**config.mk**
```make
export PLATFORM = sky130hd
export DESIGN_NAME = decode_pipe_stage
export DESIGN_NICKNAME = d
export VERILOG_FILES = /design/src/rtl/decode_pkg.sv /design/src/rtl/decode_comb.sv /design/src/rtl/decode_pipe_stage.sv
export SDC_FILE = /design/constraint.sdc
export NUM_CORES = 1
export LEC_CHECK = 0
export BUFFER_PORTS_ARGS = -buffer_cell sky130_fd_sc_hd__buf_2
export CORE_ASPECT_RATIO = 0.8
export CORE_MARGIN = 10
export CORE_UTILIZATION = 50
export DETAILED_ROUTE_END_ITERATION = 8
export PLACE_DENSITY = 0.8
export SLEW_MARGIN = 20
export SYNTH_ARGS = -nofsm -noshare
export SYNTH_HDL_FRONTEND = slang
export SYNTH_SLANG_ARGS = --single-unit
```
**constraint.sdc**
```tcl
create_clock -name clk -period 2.4 [get_ports clk]
set_input_delay 0.12 -clock clk [delete_from_list [all_inputs] [get_ports clk]]
set_output_delay 0.12 -clock clk [all_outputs]
set_load 0.005 [all_outputs]
```
**src/rtl/decode_pkg.sv**
```systemverilog
// Shared definitions for the RV32I decode stage: opcode constants, the
// unified ALU-op encoding, immediate formats, the control bundle and the
// immediate-assembly helper.
package decode_pkg;

  // RV32I major opcodes handled by the decoder
  localparam logic [6:0] OPC_LUI    = 7'b0110111;
  localparam logic [6:0] OPC_AUIPC  = 7'b0010111;
  localparam logic [6:0] OPC_JAL    = 7'b1101111;
  localparam logic [6:0] OPC_JALR   = 7'b1100111;
  localparam logic [6:0] OPC_BRANCH = 7'b1100011;
  localparam logic [6:0] OPC_LOAD   = 7'b0000011;
  localparam logic [6:0] OPC_STORE  = 7'b0100011;
  localparam logic [6:0] OPC_OPIMM  = 7'b0010011;
  localparam logic [6:0] OPC_OP     = 7'b0110011;

  localparam logic [6:0] F7_BASE = 7'b0000000;
  localparam logic [6:0] F7_ALT  = 7'b0100000;

  // Unified ALU op: I-type variants reuse the R-type code
  typedef enum logic [3:0] {
    ALU_ADD   = 4'd0,
    ALU_SUB   = 4'd1,
    ALU_XOR   = 4'd2,
    ALU_OR    = 4'd3,
    ALU_AND   = 4'd4,
    ALU_SLL   = 4'd5,
    ALU_SRL   = 4'd6,
    ALU_SRA   = 4'd7,
    ALU_SLT   = 4'd8,
    ALU_SLTU  = 4'd9,
    ALU_PASSB = 4'd10
  } alu_op_e;

  typedef enum logic [2:0] {
    IMM_NONE = 3'd0,
    IMM_I    = 3'd1,
    IMM_S    = 3'd2,
    IMM_B    = 3'd3,
    IMM_U    = 3'd4,
    IMM_J    = 3'd5,
    IMM_SH   = 3'd6
  } imm_fmt_e;

  typedef struct packed {
    alu_op_e    alu_op;
    logic       alu_src;
    logic       alu_a_pc;
    logic       sftmd;
    logic       reg_write;
    logic       mem_read;
    logic       mem_write;
    logic       mem_to_reg;
    logic       branch;
    logic [2:0] br_funct3;
    logic       jal;
    logic       jalr;
    logic       illegal;
  } ctrl_t;

  localparam ctrl_t CTRL_NOP = '0;

  // Assemble the 32-bit sign-extended immediate for a given format
  function automatic logic [31:0] imm32(input logic [31:0] instr, input imm_fmt_e fmt);
    logic [31:0] r;
    case (fmt)
      IMM_I:   r = {{20{instr[31]}}, instr[31:20]};
      IMM_S:   r = {{20{instr[31]}}, instr[31:25], instr[11:7]};
      IMM_B:   r = {{19{instr[31]}}, instr[31], instr[7], instr[30:25], instr[11:8], 1'b0};
      IMM_U:   r = {instr[31:12], 12'h000};
      IMM_J:   r = {{11{instr[31]}}, instr[31], instr[19:12], instr[20], instr[30:21], 1'b0};
      IMM_SH:  r = {27'h0000000, instr[24:20]};
      default: r = 32'h0000_0000;
    endcase
    return r;
  endfunction

endpackage

```
**src/rtl/decode_comb.sv**
```systemverilog
// Pure combinational RV32I decoder.
// Ports:
//   instr_i      - instruction word
//   ctrl_o       - control bundle (all-zero except illegal when undecodable)
//   imm_o        - sign-extended immediate (XLEN bits)
//   rs1_o/rs2_o/rd_o - raw register index fields
//   uses_rs1_o/uses_rs2_o - instruction reads rs1 / rs2 (for interlock)
module decode_comb
  import decode_pkg::*;
#(
  parameter int XLEN     = 32,
  parameter bit EN_SLT   = 1'b1,
  parameter bit EN_UPPER = 1'b1
) (
  input  logic [31:0]     instr_i,
  output ctrl_t           ctrl_o,
  output logic [XLEN-1:0] imm_o,
  output logic [4:0]      rs1_o,
  output logic [4:0]      rs2_o,
  output logic [4:0]      rd_o,
  output logic            uses_rs1_o,
  output logic            uses_rs2_o
);

  logic [6:0] opcode_s;
  logic [2:0] funct3_s;
  logic [6:0] funct7_s;
  ctrl_t      ctrl_s;
  imm_fmt_e   fmt_s;
  logic       ill_s;
  logic [31:0] imm32_s;

  assign opcode_s = instr_i[6:0];
  assign funct3_s = instr_i[14:12];
  assign funct7_s = instr_i[31:25];
  assign rs1_o    = instr_i[19:15];
  assign rs2_o    = instr_i[24:20];
  assign rd_o     = instr_i[11:7];

  assign imm32_s = imm32(instr_i, fmt_s);
  assign imm_o   = XLEN'($signed(imm32_s));

  // Opcode/funct decode into control bundle and legality
  always_comb begin
    ctrl_s     = CTRL_NOP;
    fmt_s      = IMM_NONE;
    ill_s      = 1'b0;
    uses_rs1_o = 1'b0;
    uses_rs2_o = 1'b0;
    case (opcode_s)
      OPC_OP: begin
        uses_rs1_o       = 1'b1;
        uses_rs2_o       = 1'b1;
        ctrl_s.reg_write = 1'b1;
        case ({funct7_s, funct3_s})
          {F7_BASE, 3'b000}: ctrl_s.alu_op = ALU_ADD;
          {F7_ALT,  3'b000}: ctrl_s.alu_op = ALU_SUB;
          {F7_BASE, 3'b001}: begin ctrl_s.alu_op = ALU_SLL; ctrl_s.sftmd = 1'b1; end
          {F7_BASE, 3'b010}: begin ctrl_s.alu_op = ALU_SLT;  ill_s = ~EN_SLT; end
          {F7_BASE, 3'b011}: begin ctrl_s.alu_op = ALU_SLTU; ill_s = ~EN_SLT; end
          {F7_BASE, 3'b100}: ctrl_s.alu_op = ALU_XOR;
          {F7_BASE, 3'b101}: begin ctrl_s.alu_op = ALU_SRL; ctrl_s.sftmd = 1'b1; end
          {F7_ALT,  3'b101}: begin ctrl_s.alu_op = ALU_SRA; ctrl_s.sftmd = 1'b1; end
          {F7_BASE, 3'b110}: ctrl_s.alu_op = ALU_OR;
          {F7_BASE, 3'b111}: ctrl_s.alu_op = ALU_AND;
          default:           ill_s = 1'b1;
        endcase
      end
      OPC_OPIMM: begin
        uses_rs1_o       = 1'b1;
        ctrl_s.reg_write = 1'b1;
        ctrl_s.alu_src   = 1'b1;
        fmt_s            = IMM_I;
        case (funct3_s)
          3'b000: ctrl_s.alu_op = ALU_ADD;
          3'b010: begin ctrl_s.alu_op = ALU_SLT;  ill_s = ~EN_SLT; end
          3'b011: begin ctrl_s.alu_op = ALU_SLTU; ill_s = ~EN_SLT; end
          3'b100: ctrl_s.alu_op = ALU_XOR;
          3'b110: ctrl_s.alu_op = ALU_OR;
          3'b111: ctrl_s.alu_op = ALU_AND;
          3'b001: begin
            // Shift immediates carry funct7 in the upper imm bits
            fmt_s         = IMM_SH;
            ctrl_s.sftmd  = 1'b1;
            ctrl_s.alu_op = ALU_SLL;
            ill_s         = (funct7_s != F7_BASE);
          end
          3'b101: begin
            fmt_s        = IMM_SH;
            ctrl_s.sftmd = 1'b1;
            if (funct7_s == F7_BASE) begin
              ctrl_s.alu_op = ALU_SRL;
            end else if (funct7_s == F7_ALT) begin
              ctrl_s.alu_op = ALU_SRA;
            end else begin
              ill_s = 1'b1;
            end
          end
          default: ill_s = 1'b1;
        endcase
      end
      OPC_LOAD: begin
        uses_rs1_o        = 1'b1;
        fmt_s             = IMM_I;
        ctrl_s.alu_op     = ALU_ADD;
        ctrl_s.alu_src    = 1'b1;
        ctrl_s.mem_read   = 1'b1;
        ctrl_s.mem_to_reg = 1'b1;
        ctrl_s.reg_write  = 1'b1;
        case (funct3_s)
          3'b000, 3'b001, 3'b010, 3'b100, 3'b101: ill_s = 1'b0;
          default:                                ill_s = 1'b1;
        endcase
      end
      OPC_STORE: begin
        uses_rs1_o       = 1'b1;
        uses_rs2_o       = 1'b1;
        fmt_s            = IMM_S;
        ctrl_s.alu_op    = ALU_ADD;
        ctrl_s.alu_src   = 1'b1;
        ctrl_s.mem_write = 1'b1;
        case (funct3_s)
          3'b000, 3'b001, 3'b010: ill_s = 1'b0;
          default:                ill_s = 1'b1;
        endcase
      end
      OPC_BRANCH: begin
        uses_rs1_o       = 1'b1;
        uses_rs2_o       = 1'b1;
        fmt_s            = IMM_B;
        ctrl_s.alu_op    = ALU_SUB;
        ctrl_s.branch    = 1'b1;
        ctrl_s.br_funct3 = funct3_s;
        case (funct3_s)
          3'b010, 3'b011: ill_s = 1'b1;
          default:        ill_s = 1'b0;
        endcase
      end
      OPC_JAL: begin
        fmt_s            = IMM_J;
        ctrl_s.jal       = 1'b1;
        ctrl_s.reg_write = 1'b1;
      end
      OPC_JALR: begin
        uses_rs1_o       = 1'b1;
        fmt_s            = IMM_I;
        ctrl_s.alu_op    = ALU_ADD;
        ctrl_s.alu_src   = 1'b1;
        ctrl_s.jalr      = 1'b1;
        ctrl_s.reg_write = 1'b1;
        ill_s            = (funct3_s != 3'b000);
      end
      OPC_LUI: begin
        fmt_s            = IMM_U;
        ctrl_s.alu_op    = ALU_PASSB;
        ctrl_s.alu_src   = 1'b1;
        ctrl_s.reg_write = 1'b1;
        ill_s            = ~EN_UPPER;
      end
      OPC_AUIPC: begin
        fmt_s            = IMM_U;
        ctrl_s.alu_op    = ALU_ADD;
        ctrl_s.alu_src   = 1'b1;
        ctrl_s.alu_a_pc  = 1'b1;
        ctrl_s.reg_write = 1'b1;
        ill_s            = ~EN_UPPER;
      end
      default: ill_s = 1'b1;
    endcase
  end

  // Final bundle: x0 is never written; illegal kills every side effect
  always_comb begin
    ctrl_o = ctrl_s;
    if (ill_s) begin
      ctrl_o         = CTRL_NOP;
      ctrl_o.illegal = 1'b1;
    end else if (rd_o == 5'd0) begin
      ctrl_o.reg_write = 1'b0;
    end else begin
      ctrl_o.illegal = 1'b0;
    end
  end

endmodule

```
**src/rtl/decode_pipe_stage.sv**
```systemverilog
// Registered RV32I decode stage with one-entry ID/EX register.
// Ports:
//   clk, rst            - clock, synchronous active-high reset
//   in_valid/in_ready   - fetch handshake; in_instr/in_pc instruction and PC
//   flush               - discard held bundle and any incoming instruction
//   out_valid/out_ready - execute handshake
//   out_*               - registered PC, indices, immediate and control bundle
//   load_use_stall      - combinational load-use interlock indication
//   illegal_count       - saturating count of accepted illegal instructions
module decode_pipe_stage
  import decode_pkg::*;
#(
  parameter int XLEN     = 32,
  parameter bit EN_SLT   = 1'b1,
  parameter bit EN_UPPER = 1'b1,
  parameter int CNT_W    = 16
) (
  input  logic             clk,
  input  logic             rst,
  input  logic             in_valid,
  output logic             in_ready,
  input  logic [31:0]      in_instr,
  input  logic [XLEN-1:0]  in_pc,
  input  logic             flush,
  output logic             out_valid,
  input  logic             out_ready,
  output logic [XLEN-1:0]  out_pc,
  output logic [4:0]       out_rs1,
  output logic [4:0]       out_rs2,
  output logic [4:0]       out_rd,
  output logic [XLEN-1:0]  out_imm,
  output logic [3:0]       out_alu_op,
  output logic             out_alu_src,
  output logic             out_alu_a_pc,
  output logic             out_sftmd,
  output logic             out_reg_write,
  output logic             out_mem_read,
  output logic             out_mem_write,
  output logic             out_mem_to_reg,
  output logic             out_branch,
  output logic [2:0]       out_br_funct3,
  output logic             out_jal,
  output logic             out_jalr,
  output logic             out_illegal,
  output logic             load_use_stall,
  output logic [CNT_W-1:0] illegal_count
);

  localparam logic [CNT_W-1:0] CNT_MAX = '1;

  ctrl_t           dec_ctrl_s;
  logic [XLEN-1:0] dec_imm_s;
  logic [4:0]      dec_rs1_s, dec_rs2_s, dec_rd_s;
  logic            uses_rs1_s, uses_rs2_s;
  logic            load_use_s, accept_s, clear_s;

  logic            valid_q, valid_d;
  logic [XLEN-1:0] pc_q, pc_d, imm_q, imm_d;
  logic [4:0]      rs1_q, rs1_d, rs2_q, rs2_d, rd_q, rd_d;
  ctrl_t           ctrl_q, ctrl_d;
  logic [CNT_W-1:0] cnt_q, cnt_d;

  decode_comb #(
    .XLEN     (XLEN),
    .EN_SLT   (EN_SLT),
    .EN_UPPER (EN_UPPER)
  ) u_decode_comb (
    .instr_i    (in_instr),
    .ctrl_o     (dec_ctrl_s),
    .imm_o      (dec_imm_s),
    .rs1_o      (dec_rs1_s),
    .rs2_o      (dec_rs2_s),
    .rd_o       (dec_rd_s),
    .uses_rs1_o (uses_rs1_s),
    .uses_rs2_o (uses_rs2_s)
  );

  // A held load whose destination the incoming instruction reads must
  // drain before that instruction can be decoded into the register.
  assign load_use_s = valid_q & ctrl_q.mem_read & (rd_q != 5'd0) & in_valid &
                      ((uses_rs1_s & (dec_rs1_s == rd_q)) |
                       (uses_rs2_s & (dec_rs2_s == rd_q)));
  assign in_ready   = (~valid_q | out_ready) & ~load_use_s & ~flush;
  assign accept_s   = in_valid & in_ready;

  // Next-state for the ID/EX register and the illegal counter
  always_comb begin
    valid_d = valid_q;
    pc_d    = pc_q;
    imm_d   = imm_q;
    rs1_d   = rs1_q;
    rs2_d   = rs2_q;
    rd_d    = rd_q;
    ctrl_d  = ctrl_q;
    cnt_d   = cnt_q;
    clear_s = 1'b0;
    if (flush) begin
      clear_s = 1'b1;
    end else if (accept_s) begin
      valid_d = 1'b1;
      pc_d    = in_pc;
      imm_d   = dec_imm_s;
      rs1_d   = dec_rs1_s;
      rs2_d   = dec_rs2_s;
      rd_d    = dec_rd_s;
      ctrl_d  = dec_ctrl_s;
      if (dec_ctrl_s.illegal && (cnt_q != CNT_MAX)) begin
        cnt_d = cnt_q + CNT_W'(1'b1);
      end else begin
        cnt_d = cnt_q;
      end
    end else if (out_ready) begin
      clear_s = 1'b1;
    end else begin
      valid_d = valid_q;
    end
    // Bubbles carry an all-zero bundle so nothing downstream acts on stale fields
    if (clear_s) begin
      valid_d = 1'b0;
      pc_d    = '0;
      imm_d   = '0;
      rs1_d   = 5'd0;
      rs2_d   = 5'd0;
      rd_d    = 5'd0;
      ctrl_d  = CTRL_NOP;
    end else begin
      clear_s = 1'b0;
    end
  end

  // ID/EX register and counter state
  always_ff @(posedge clk) begin
    if (rst) begin
      valid_q <= 1'b0;
      pc_q    <= '0;
      imm_q   <= '0;
      rs1_q   <= 5'd0;
      rs2_q   <= 5'd0;
      rd_q    <= 5'd0;
      ctrl_q  <= CTRL_NOP;
      cnt_q   <= '0;
    end else begin
      valid_q <= valid_d;
      pc_q    <= pc_d;
      imm_q   <= imm_d;
      rs1_q   <= rs1_d;
      rs2_q   <= rs2_d;
      rd_q    <= rd_d;
      ctrl_q  <= ctrl_d;
      cnt_q   <= cnt_d;
    end
  end

  assign out_valid      = valid_q;
  assign out_pc         = pc_q;
  assign out_rs1        = rs1_q;
  assign out_rs2        = rs2_q;
  assign out_rd         = rd_q;
  assign out_imm        = imm_q;
  assign out_alu_op     = ctrl_q.alu_op;
  assign out_alu_src    = ctrl_q.alu_src;
  assign out_alu_a_pc   = ctrl_q.alu_a_pc;
  assign out_sftmd      = ctrl_q.sftmd;
  assign out_reg_write  = ctrl_q.reg_write;
  assign out_mem_read   = ctrl_q.mem_read;
  assign out_mem_write  = ctrl_q.mem_write;
  assign out_mem_to_reg = ctrl_q.mem_to_reg;
  assign out_branch     = ctrl_q.branch;
  assign out_br_funct3  = ctrl_q.br_funct3;
  assign out_jal        = ctrl_q.jal;
  assign out_jalr       = ctrl_q.jalr;
  assign out_illegal    = ctrl_q.illegal;
  assign load_use_stall = load_use_s;
  assign illegal_count  = cnt_q;

endmodule

```
==> results.cfg <==
[critical_path]
cp.arrival_ps = 2690
worstSetupStartpointType = input port
cp-end-kind = register
path_max_fanout = 6
rrSetupSlack_ps = 90
crit_type = in2reg
required_ps = 2740

[die]
die_area_um2 = 14700
core_um2 = 10200
die_h_um = 111
die_w_um = 133
fp-row-count = 33
start_util_pct = 50.6
io_pins = 185

[flow_run]
drv_cap = 0

[yosys]
yosys.area.top_type = dfxtp_1
synth-edff-count = 0
synth_cell_type_count = 64
synthSimpleGateAreaFrac_pct = 25.8
synth_fp_nets = 700
avgSynthCellArea_um2 = 8.15
synth_top_cell_area_share_pct = 44.1
syn_inst = 630
synthMuxAreaShare_pct = 1.71
synth_area_um2 = 5130
synth_xor_area_share_pct = 2.05
synth_top_family_by_area = simple AND/OR/NAND/NOR gates
synth-compound-area-share_pct = 21.1
yosysWarnings = 0
synth-adder-area-share_pct = 0.244
synth_top_cells_by_area = dfxtp_1, nand2_1, a21oi_1
ys_seq_area_share_pct = 44.1
ys.flop_type = dfxtp_1
ys_ff_latch = 113
synth-async-reset-ratio_pct = 0

[sta]
hold_viol = 0
post-route-period-util_pct = 98.1
setup_viol = 0
relSlewSlack_pct = 59.2
period_needed_ps = 2350
drv_slew = 0
whs_ps = 11.1
tightest_slew_ps = 611
grt_setup_unrepaired = yes
fmax_mhz = 425
clock_skew_ps = 15.4

[grt]
grt_remaining_overflow = 0
grt_pass1_wl_mm = 30.4
grt_pass1_vias = 5834
grt_max_degree = 56
track_usage_pct = 25.0
antenna_found_initial = 0

[cts]
cts_max_path_buffers = 2
path_clk_slew_ps = 60
cts_sinks = 113
cts_tree = done
clk_latency_ps = 410
cts_max_level = 4
root_buffer = clkbuf_16
numCtsBuffers = 17

[routing]
routed_wl_mm = 18.9
drtAntennaViolNets = 0
drc = 0
vias = 5740
drt_iter0_markers = 601
vias_per_cell = 5.63
wire_per_inst_um = 18.6
firstDrtPassIters = 6

[power_and_ir_drop]
fin_total_pwr_uw = 4860
vdd_drop_max_mv = 0.483
power_density_nw_per_um2 = 660
p_leak_uw = 0.00319

[finish]
final_nets = 938
nFillCells = 775
insertedDiodeCount = 0
drive_gt1_share_pct = 32.0
syn2layout_area_growth_pct = 43.4

[status]
outcome = complete, no violations

[placed_design]
dp_hpwl_mm = 13.3
place_congestion = 0.942
portBuffers = 184

[worst_hold_path]
hold_class = in2reg
[through the flow]
| stage | cell area (um^2) | utilization (%) | cells | setup TNS, ps | setup WS [ps] |
|---|---|---|---|---|---|
| floorplan | 5130 | - | 630 | 0 | 212 |
| global placement | 6270 | 61.7 | 943 | 0 | 67.9 |
| detailed placement | 6270 | 61.7 | 943 | -46.7 | -15.6 |
| CTS | 7290 | 71.8 | 1017 | 0 | 17.9 |
| global route | 7360 | 72.5 | 1020 | -29.7 | -17.4 |
| finish | 7360 | 72.5 | 1020 | 0 | 45.3 |
[power by group]
part	leakage [uW]	switching (uW)	total (uW)	internal, uW
clock network	0.000284	859	2480	1630
logic	0.00200	259	456	197
registers	0.000912	15.7	1920	1900
[sequential cells by signal (all words and copies together) (netlist names), 3 cells and up]
| register | count |
|---|---|
| illegal_count | 16 |
| out_alu_op | 4 |
| out_br_funct3 | 3 |
| out_imm | 32 |
| out_pc | 32 |
| out_rd | 5 |
| out_rs1 | 5 |
| out_rs2 | 5 |
[worst max-delay path, cell delays in order]
cell and delay, ps:
dlygate4sd3_1 550, buf_2 160, nor2_4 110, and3_4 200
a211oi_1 70, or4b_4 520, nand3b_4 210, or4_4 580
o2bb2ai_1 170
[kinds of logic after synthesis]
group,count (synthesis)
adder cells (fa/ha/maj),1
XOR/XNOR,12
AO/OA/AOI/OAI,168
buffers and inverters,50
flip-flops,113
AND/OR/NAND/NOR,278
multiplexers,8
[synthesized netlist by cell type, types with 8 or more instances]
cell type	number
nand2_1	133
dfxtp_1	113
a21oi_1	80
nor2_1	48
o21ai_0	18
o2bb2ai_1	16
clkbuf_1	15
nand3_1	15
nor3_1	14
a211oi_1	13
and3_1	11
nand4_1	11
buf_1	10
buf_2	9
a22o_1	8
nor2b_1	8
xnor2_1	8
[what timing repair did]
item | 4_1_cts | 5_1_grt
resized for setup | 1 | 9
endpoints found under the hold margin | 47 | 0
pin swaps | 0 | 3
endpoints found under the setup margin | 3 | 18
gates cloned | 0 | 0
hold buffers | 43 | 0
buffers inserted | 0 | 3
[cells in the final DEF (no fill, tap or decap), types with 7 or more instances in the layout]
cell,n
inv_1,7
o2bb2ai_1,14
clkbuf_16,17
a22o_1,8
dlygate4sd3_1,43
nor2b_1,8
or3_1,7
nand2_1,131
a21oi_1,78
xnor2_1,8
nand3_1,15
and3_1,10
nor2_1,46
a22oi_1,7
nand4_1,11
a211oi_1,13
nor3_1,14
o21ai_0,18
dfxtp_1,113
buf_4,32
buf_2,184
[cell type report]
cell class | count | area, um^2 | area share, %
Inverter | 7 | 26.3 | 0.357
Clock buffer | 22 | 484 | 6.58
Multi-Input combinational cell | 467 | 2670 | 36.2
Tap cell | 140 | 175 | 2.38
Clock inverter | 9 | 106 | 1.44
Timing Repair Buffer | 262 | 1640 | 22.3
Sequential cell | 113 | 2260 | 30.7
[final timing paths]
kind | end | from | cells after the start
worst max-delay path | out_alu_op[1] | in_instr[25] | 9
worst min-delay path | out_rs1[2] | in_instr[17] | 3
worst max register to register | out_alu_op[1] | out_rd[1] | 7
worst min register to register | out_pc[26] | out_pc[26] | 2
[routing by layer]
metal | track usage [%] | wire length (um) | vias to the layer above
met5 | 0 | 0 | -
met4 | 11.7 | 641 | 0
met3 | 7.38 | 1560 | 63
met2 | 41.6 | 9150 | 312
met1 | 28.9 | 7600 | 2660
li1 | - | - | 2705
No activity file was read; power rests on OpenSTA's default activity.
